### src/rtl/lane_judge_pkg.sv
// Shared types and band geometry for the per-lane note judge.
package lane_judge_pkg;

  typedef enum logic [1:0] {J_NONE, J_PERFECT, J_NEAR, J_MISS} judge_t;
  typedef enum logic {READY, LOCKOUT} lock_state_t;

  localparam int HIT_ROW_LO  = 0;
  localparam int HIT_ROW_HI  = 1;
  localparam int NEAR_ROW_LO = 2;
  localparam int NEAR_ROW_HI = 3;

  function automatic logic [7:0] sat_inc8(input logic [7:0] v);
    return (v == 8'hFF) ? v : v + 8'd1;
  endfunction

endpackage

### src/rtl/lane_judge_key_edge_detect.sv
// Rising-edge detector for the already-synchronised lane button.
module key_edge_detect (
  input  logic clk,
  input  logic RST,
  input  logic level,
  output logic rise
);

  logic key_d_q;
  logic key_d_d;

  assign key_d_d = level;
  assign rise    = level & ~key_d_q;

  always_ff @(posedge clk or negedge RST) begin
    if (!RST) key_d_q <= 1'b0;
    else      key_d_q <= key_d_d;
  end

endmodule

### src/rtl/lane_judge.sv
// One-lane judge: grades presses against the bottom bands, tracks misses on each field shift,
// and keeps a saturating combo and points total.
module lane_judge
  import lane_judge_pkg::*;
#(
  parameter int LANE_LO     = 4,
  parameter int LANE_HI     = 7,
  parameter int LOCK_CYCLES = 1024,
  parameter int PERFECT_PTS = 2,
  parameter int NEAR_PTS    = 1
) (
  input  logic               clk,
  input  logic               RST,
  input  logic               KEY,
  input  logic               shift,
  input  logic [15:0][15:0]  RedPixels,
  output logic               score,
  output logic               near,
  output logic               miss,
  output logic [7:0]         combo,
  output logic [15:0]        points
);

  localparam int CntW = (LOCK_CYCLES > 1) ? $clog2(LOCK_CYCLES) : 1;
  localparam logic [15:0] LaneMask = (16'hFFFF << LANE_LO) & (16'hFFFF >> (15 - LANE_HI));

  logic press;
  logic hit_occ, near_occ;
  logic ready;
  judge_t grade;
  logic jh_p, jn_p, miss_now;

  lock_state_t state_q, state_d;
  logic [CntW-1:0] lock_cnt_q, lock_cnt_d;
  logic jh_q, jh_d, jn_q, jn_d;
  logic score_q, score_d, near_q, near_d, miss_q, miss_d;
  logic [7:0]  combo_q, combo_d;
  logic [15:0] points_q, points_d;
  logic [16:0] pts_sum;
  logic [15:0] pts_add;

  key_edge_detect u_key_edge (
    .clk   (clk),
    .RST   (RST),
    .level (KEY),
    .rise  (press)
  );

  assign hit_occ  = |((RedPixels[HIT_ROW_LO] | RedPixels[HIT_ROW_HI]) & LaneMask);
  assign near_occ = |((RedPixels[NEAR_ROW_LO] | RedPixels[NEAR_ROW_HI]) & LaneMask);

  // Lockout FSM: state register
  always_ff @(posedge clk or negedge RST) begin
    if (!RST) begin
      state_q    <= READY;
      lock_cnt_q <= '0;
    end else begin
      state_q    <= state_d;
      lock_cnt_q <= lock_cnt_d;
    end
  end

  // Lockout FSM: next state. A press in READY that grades nothing arms the lockout.
  always_comb begin
    state_d    = state_q;
    lock_cnt_d = lock_cnt_q;
    unique case (state_q)
      READY: begin
        if (press && grade == J_NONE) begin
          state_d    = LOCKOUT;
          lock_cnt_d = '0;
        end
      end
      LOCKOUT: begin
        lock_cnt_d = lock_cnt_q + 1'b1;
        if (lock_cnt_q == CntW'(LOCK_CYCLES - 1)) state_d = READY;
      end
      default: state_d = READY;
    endcase
  end

  // Lockout FSM: outputs
  always_comb begin
    ready = (state_q == READY);
  end

  // Grading; the hit band outranks the near band.
  always_comb begin
    grade = J_NONE;
    if (hit_occ && !jh_q)       grade = J_PERFECT;
    else if (near_occ && !jn_q) grade = J_NEAR;
  end

  always_comb begin
    score_d = ready & press & (grade == J_PERFECT);
    near_d  = ready & press & (grade == J_NEAR);
    jh_p    = jh_q | score_d;
    jn_p    = jn_q | near_d;
    // Shift sees flags already updated by a same-cycle press.
    miss_now = shift & hit_occ & ~jh_p;
    miss_d   = miss_now;
    jh_d     = shift ? jn_p : jh_p;
    jn_d     = shift ? 1'b0 : jn_p;

    pts_add  = score_d ? 16'(PERFECT_PTS) : (near_d ? 16'(NEAR_PTS) : 16'd0);
    pts_sum  = {1'b0, points_q} + {1'b0, pts_add};
    points_d = pts_sum[16] ? 16'hFFFF : pts_sum[15:0];

    combo_d = combo_q;
    if (miss_now)               combo_d = 8'd0;
    else if (score_d || near_d) combo_d = sat_inc8(combo_q);
  end

  always_ff @(posedge clk or negedge RST) begin
    if (!RST) begin
      jh_q     <= 1'b0;
      jn_q     <= 1'b0;
      score_q  <= 1'b0;
      near_q   <= 1'b0;
      miss_q   <= 1'b0;
      combo_q  <= 8'd0;
      points_q <= 16'd0;
    end else begin
      jh_q     <= jh_d;
      jn_q     <= jn_d;
      score_q  <= score_d;
      near_q   <= near_d;
      miss_q   <= miss_d;
      combo_q  <= combo_d;
      points_q <= points_d;
    end
  end

  assign score  = score_q;
  assign near   = near_q;
  assign miss   = miss_q;
  assign combo  = combo_q;
  assign points = points_q;

endmodule

### config.mk
export PLATFORM = sky130hd
export DESIGN_NAME = lane_judge
export DESIGN_NICKNAME = d
export VERILOG_FILES = /design/src/rtl/lane_judge_pkg.sv /design/src/rtl/lane_judge_key_edge_detect.sv /design/src/rtl/lane_judge.sv
export SDC_FILE = /design/constraint.sdc
export NUM_CORES = 1
export LEC_CHECK = 0
export CAP_MARGIN = 20
export CORE_AREA = 4 4 111 113
export CTS_CLUSTER_SIZE = 8
export DETAILED_ROUTE_END_ITERATION = 8
export DIE_AREA = 0 0 115 117
export DONT_BUFFER_PORTS = 1
export GPL_TIMING_DRIVEN = 1
export PLACE_DENSITY = 0.41
export REMOVE_ABC_BUFFERS = 1
export SYNTH_ARGS = -nofsm -noshare
export SYNTH_HDL_FRONTEND = slang
export SYNTH_SLANG_ARGS = --single-unit
### constraint.sdc
create_clock -name clk -period 5 [get_ports clk]
set_input_delay 1.5 -clock clk [delete_from_list [all_inputs] [get_ports clk]]
set_output_delay 1.5 -clock clk [all_outputs]
set_load 0.1 [all_outputs]
# After elaboration in Yosys (flattened, before gate mapping)
# Cells that the tools add are included.
totals:
  register_bits: 41
  in_bits: 260
  out_inout_bits: 27
  wordCells: 58
op_classes:
  addsub: 3
  n_eq_ne: 6
  muxes: 15
  n_bitwise: 13
  n_reduce_logical: 11
op_table:
  columns: ["op", "n"]
  rows:
  - ["$mux 8", 3]
  - ["$pmux 10 s2", 1]
  - ["$add 16x2->17", 1]
  - ["$mux 16", 1]
  - ["$or 8x8->8", 2]
  - ["$add 10x1->10 const B", 1]
  - ["$eq 10x10->1 const B", 1]
  - ["$mux 10", 1]
  - ["$add 8x1->8 const B", 1]
  - ["$eq 8x8->1 const B", 1]
  - ["$reduce_or 4->1", 2]
  - ["$and 1x1->1", 6]
  - ["$mux 2", 3]
  - ["$mux 1", 5]
  - ["$logic_and 1x1->1", 3]
  - ["$not 1->1", 3]
  - ["$eq 2x1->1 const B", 1]
  - ["$eq 2x2->1 const B", 1]
  - ["$logic_not 1->1", 2]
  - ["$logic_not 2->1", 1]
  - ["$ne 2x1->1 const B", 1]
  - ["$ne 2x2->1 const B", 1]
  - ["$or 1x1->1", 2]
  - ["$pmux 1 s2", 1]
  - ["other kinds (3)", 3]

# Longest topological paths before layout
depth:
  ltp_word: 12
  depth_mapped: 13
  ltp_nobuf: 9

# By module
# Synthesis repeated with hierarchy kept, for this count alone.
hier_totals:
  cells_unflattened: 207
  hier_area_um2: 2192.1
modules_own_cells:
  columns: ["mod", "instances", "cells_each", "area_each_um2"]
  rows:
  - ["lane_judge", 1, 205, 2153.3]
  - ["key_edge_detect", 1, 2, 38.8]

# Worst setup path after synthesis
# OpenSTA, ideal clock, no wires.
synth_timing:
  kind: "input-to-reg"
  start: "in KEY"
  end: "reg points_q[1] (netlist: points[1])"
  setup_ns: 0.065
  arrival_ns: 4.077
  path_slack_ns: 0.857
  path_stages: 12
  n_path_buf: 3
  path_cell_list: "or3b_4 buf_6 a211oi_4 buf_6 and2_1 ha_1 inv_1 fa_1 nor4_4 nand4_1 buf_2 nand2_1"
synth_between:
  elab_chain_cells: 7
synth_lines:
  columns: ["element", "line", "rtl"]
  rows:
  - ["from (decl)", "lane_judge.sv:14", "input logic KEY,"]
  - ["$and 1x1->1 *", "lane_judge_key_edge_detect.sv:13", "assign rise = level & ~key_d_q;"]
  - ["$and 1x1->1 *", "lane_judge.sv:95, lane_judge.sv:96", null]
  - ["$and 1x1->1", "lane_judge.sv:96", "near_d = ready & press & (grade == J_NEAR);"]
  - ["$mux 1", "lane_judge.sv:105", "pts_add = score_d ? 16'(PERFECT_PTS) : (near_d ? 16'(NEAR_PTS) : 16'd0);"]
  - ["$mux 2 *", "lane_judge.sv:105", null]
  - ["$add 16x2->17 *", "lane_judge.sv:106", "pts_sum = {1'b0, points_q} + {1'b0, pts_add};"]
  - ["$mux 16 *", "lane_judge.sv:107", "points_d = pts_sum[16] ? 16'hFFFF : pts_sum[15:0];"]
  - ["via points_d[1]", "lane_judge.sv:38", "logic [15:0] points_q, points_d;"]
  - ["to (signal assigned)", "lane_judge.sv:130", "points_q <= points_d;"]
  - ["to (decl)", "lane_judge.sv:38", null]
# The timed path passes the listed nets; every way through them passes the cells marked *.
# A chain may end at the register's enable or synchronous reset.

# Worst setup path in the final report
layout_timing:
  start: "in KEY"
  end: "reg points_q[5] (netlist: points[5])"
# The elaborated chain is that of the path after synthesis.

==> run summary <==
The global-route track usage on met2 is 0.1250. After global routing, the most crowded layer is met2. The largest net degree at the start of global routing was 42; the number of setup buffers added after CTS was 0.

The wire length after detailed routing was 5657 um; the data arrival time of the worst path was 4.38 ns. The clock insertion delay at the later pin of the skew report came out at 0.28 ns. The startpoint of the lowest-slack hold path was lock_cnt_q[9]. The signal on the critical path passes through or3b_4 -> a211oi_4 -> and2_1 -> ha_1 -> inv_1 -> fa_1 -> nor4_4 -> nand4_1 -> buf_4 -> o21ai_0. The finished cells cover 0.002460 mm2. The routed length per placed instance is 15.80 um. The count of different cell masters after synthesis is 47, and the met3 track demand over resource is 0.05553.

For this run, design rule violations remaining after detail routing come to 0. The tools report the sequential share of the synthesized area as 0.4715. The startpoint type of the worst setup path was an input port. In this run the worst hold path is classified as reg2reg.

The switching part of the total power was 0.5002; the first-pass GRT wire length was 9177 um. The post-synthesis average cell area was 10.36 um2; the internal portion of total power was 0.0007131 W. Max-slew violation total from the final report: 0. Gates resized during post-CTS repair numbered 0. The number of antenna violations at the first check in global routing is 4. At the worst endpoint, the required time is 5.20 ns. The proportion of power drawn by the clock network is 0.228, and the final count of hold timing violations is 0. At the end of routability-driven placement, the weighted congestion stood at 0.7312. Maximum cell stage delay along the critical path: 0.51 ns.

For the switching power summed over all nets, the log shows 0.0007138 W. The origin of the worst setup path is KEY. The ratio of total power to cell area works out to 580.1 mW/mm2.

Setup repair after global routing left no endpoint under its margin. The worst-margin pin slew was 1.061 ns. Global routing finished with a remaining overflow of 0. The floorplan step set the die height to 117 um. On the final layout, the worst clock skew is 0.007839 ns.

Setup violations remaining at the end of the flow were counted as 0. The worst slew margin relative to its limit was 0.2930. The utilization of the core after routing was 0.2173. After filler insertion, the fill cell instance count of the layout stands at 1257. In the final design database the tool counted 478 nets.

The post-synthesis sequential element count was 41. For the post-route non-filler standard cell count, the log shows 358. Number of sinks on the clock net: 41. TritonCTS built the clock tree.

Among cell families on the critical path, the largest total delay comes from simple AND/OR/NAND/NOR gates. The routed design could run at a clock period as short as 4.180 ns. The wire-length estimate of the detail-placed layout is 4168 um.

The flow ran to the end, and the final reports show no timing, DRC or antenna violations. The final route contains 1578 vias. Instance area at placement: 0.002312 mm2.

The number of standard-cell rows in the floorplan came out at 39. The worst register-to-register path begins at state_q. The tightest hold path in the finished design has a slack of 0.4855 ns. For this design, the slowest cell found on the critical path is sky130_fd_sc_hd__a211oi_4. The H-tree level count was 2. The tools report the core footprint as 0.01132 mm2. From synthesis to final layout, the design area changed by 13.05%. The max-capacitance violation count was 0.

The run gives 2 as the clock tree buffer depth. After synthesis the cells add up to 0.002176 mm2. The most used flip-flop cell after synthesis is sky130_fd_sc_hd__dfrtp_1. The peak supply drop came out at 0.0004349 V. The post-synthesis async set-or-reset flop share was 1.000; the count of warnings emitted by yosys was 0.

Along the worst path, the maximum fanout reaches 14. For the first-pass iteration count of the detailed router, the log shows 5. The part of the power in registers was 0.624.

After clock tree synthesis, the clock-pin slew on the worst setup and hold paths is 0.06 ns. Once detail routing completed, the nets flagged for antenna violations numbered 0. Sum of negative setup slack: 0 ns. Summed over all cells, the static leakage comes to 1.041 nW. Buffers inserted during clock tree synthesis total 5.

The critical path start-end classification is in2reg. The initial standard-cell utilization of the core is 0.1922, and the gate count of the mapped netlist is 210. The met1 layer usage reported by global route is 0.1112, and the hold buffer count at cts is 0. The tools report the via count of the first global-routing pass as 1636. The fraction of final layout cells sized beyond drive strength 1 is 0.07981, and the sum of buffers and inverters on the critical path is 2. The die is 115 um wide.

The detailed router's first-iteration violation count is 138. The clock tree root buffer cell is sky130_fd_sc_hd__clkbuf_16. The number of top-level pins was 287; the count of buffers from port buffering was 0. Instance count after placement with tap cells included: 349.

Counting flops with a built-in enable in the synthesized netlist gives 0. Overall routing resource usage: 0.08860. The top achievable clock speed was 0.2392 GHz. The worst setup path is captured at a flop. The via-per-instance ratio is 4.408, and the ratio of final minimum period to clock period is 0.8360. The logs give 0.01346 mm2 for the area of the die and 0.148 for the combinational power share.
[worst paths after layout]
| kind | endpoint | slack (ns) | cells after the start |
|---|---|---|---|
| min reg2reg | lock_cnt_q[9] | 0.49 | 1 |
| min | lock_cnt_q[9] | 0.49 | 1 |
| min in group asynchronous | lock_cnt_q[0] | 0.91 | 0 |
| max reg2reg | points[5] | 1.50 | 10 |
| max in group asynchronous | combo[1] | 3.99 | 0 |
| max | points[5] | 0.82 | 10 |
[final cells by class]
type | instances | area [um2] | share of cell area
antenna | 2 | 5.005 | 0.002035
clock buffer | 7 | 142.6 | 0.05799
inverter | 7 | 27.53 | 0.01119
multi-input combinational | 157 | 1072 | 0.4359
sequential | 41 | 1026 | 0.4171
tap | 143 | 178.9 | 0.07274
timing repair buffer | 1 | 7.507 | 0.003052
[registers in the layout, summed over array words and instances, names as in the netlist]
name / cells
combo: 8
jh_q: 1
jn_q: 1
lock_cnt_q: 10
miss: 1
near: 1
points: 16
score: 1
state_q: 1
u_key_edge.key_d_q: 1
[metal layers]
layer / up-vias / wire length [um]
met5: - / 27
met1: 741 / 2503
met2: 42 / 2391
li1: 781 / -
met3: 10 / 643
met4: 4 / 90
[stage by stage]
step           setup WS (ns)  total power, W
4_1_cts               0.7505        0.001449
2_1_floorplan         0.7881        0.001035
3_5_place_dp          0.4396        0.001113
5_1_grt               0.5580        0.001517
6_report              0.8200        0.001427
3_3_place_gp          0.4655        0.001106
[Yosys cell counts, types with 3 or more instances]
library cell | number | area [um2]
sky130_fd_sc_hd__ha_1 | 4 | 50.05
sky130_fd_sc_hd__nand4_1 | 9 | 56.30
sky130_fd_sc_hd__a21oi_1 | 7 | 35.03
sky130_fd_sc_hd__nor2_1 | 6 | 22.52
sky130_fd_sc_hd__and4_1 | 3 | 26.28
sky130_fd_sc_hd__o311ai_0 | 6 | 52.55
sky130_fd_sc_hd__nand3_1 | 6 | 30.03
sky130_fd_sc_hd__inv_1 | 6 | 22.52
sky130_fd_sc_hd__buf_6 | 4 | 45.04
sky130_fd_sc_hd__xnor2_1 | 7 | 61.31
sky130_fd_sc_hd__mux2i_1 | 6 | 60.06
sky130_fd_sc_hd__dfrtp_1 | 41 | 1026
sky130_fd_sc_hd__nor4_1 | 5 | 31.28
sky130_fd_sc_hd__nand2_1 | 26 | 97.59
sky130_fd_sc_hd__nor4b_1 | 3 | 26.28
sky130_fd_sc_hd__nor3_1 | 7 | 35.03
sky130_fd_sc_hd__and2_1 | 4 | 25.02
sky130_fd_sc_hd__and3_1 | 5 | 31.28
sky130_fd_sc_hd__o21ai_0 | 16 | 80.08
sky130_fd_sc_hd__nand2b_1 | 6 | 37.54
[logic make-up after synthesis]
| logic type | count (synthesis) | share of synthesized area |
|---|---|---|
| AO/OA/AOI/OAI | 45 | 0.1478 |
| XOR/XNOR | 9 | 0.03623 |
| adder cells (fa/ha/maj) | 5 | 0.03220 |
| buffers and inverters | 12 | 0.03565 |
| flip-flops | 41 | 0.4715 |
| multiplexers | 6 | 0.02760 |
| AND/OR/NAND/NOR | 92 | 0.2490 |
[layout by cell type, fill, tap and decap left out, drive strengths merged, types with 2 or more instances in the layout]
| master | instances |
|---|---|
| nand3 | 6 |
| nand4 | 10 |
| nor4b | 3 |
| nor2 | 6 |
| o311ai | 6 |
| o21a | 2 |
| mux2i | 6 |
| or4 | 2 |
| a21o | 2 |
| o21ai | 17 |
| nand2b | 7 |
| clkbuf | 7 |
| xnor2 | 7 |
| nor3 | 7 |
| ha | 4 |
| xor2 | 2 |
| o211a | 2 |
| diode | 2 |
| and2 | 4 |
| dfrtp | 41 |
| a21oi | 7 |
| o211ai | 3 |
| nor4 | 6 |
| inv | 6 |
| o2111ai | 2 |
| and3 | 5 |
| and4 | 3 |
| nand2 | 26 |
[power groups by stage]
stage                     registers, W  logic (W)  clock network (W)
final                         0.000891   0.000212           0.000325
after global routing          0.000912   0.000251           0.000353
after CTS                     0.000893   0.000217           0.000339
after detailed placement      0.000898   0.000216                  0
after global placement        0.000898   0.000208                  0
after floorplan               0.000858   0.000177                  0
(Power assumes the default switching activity.)
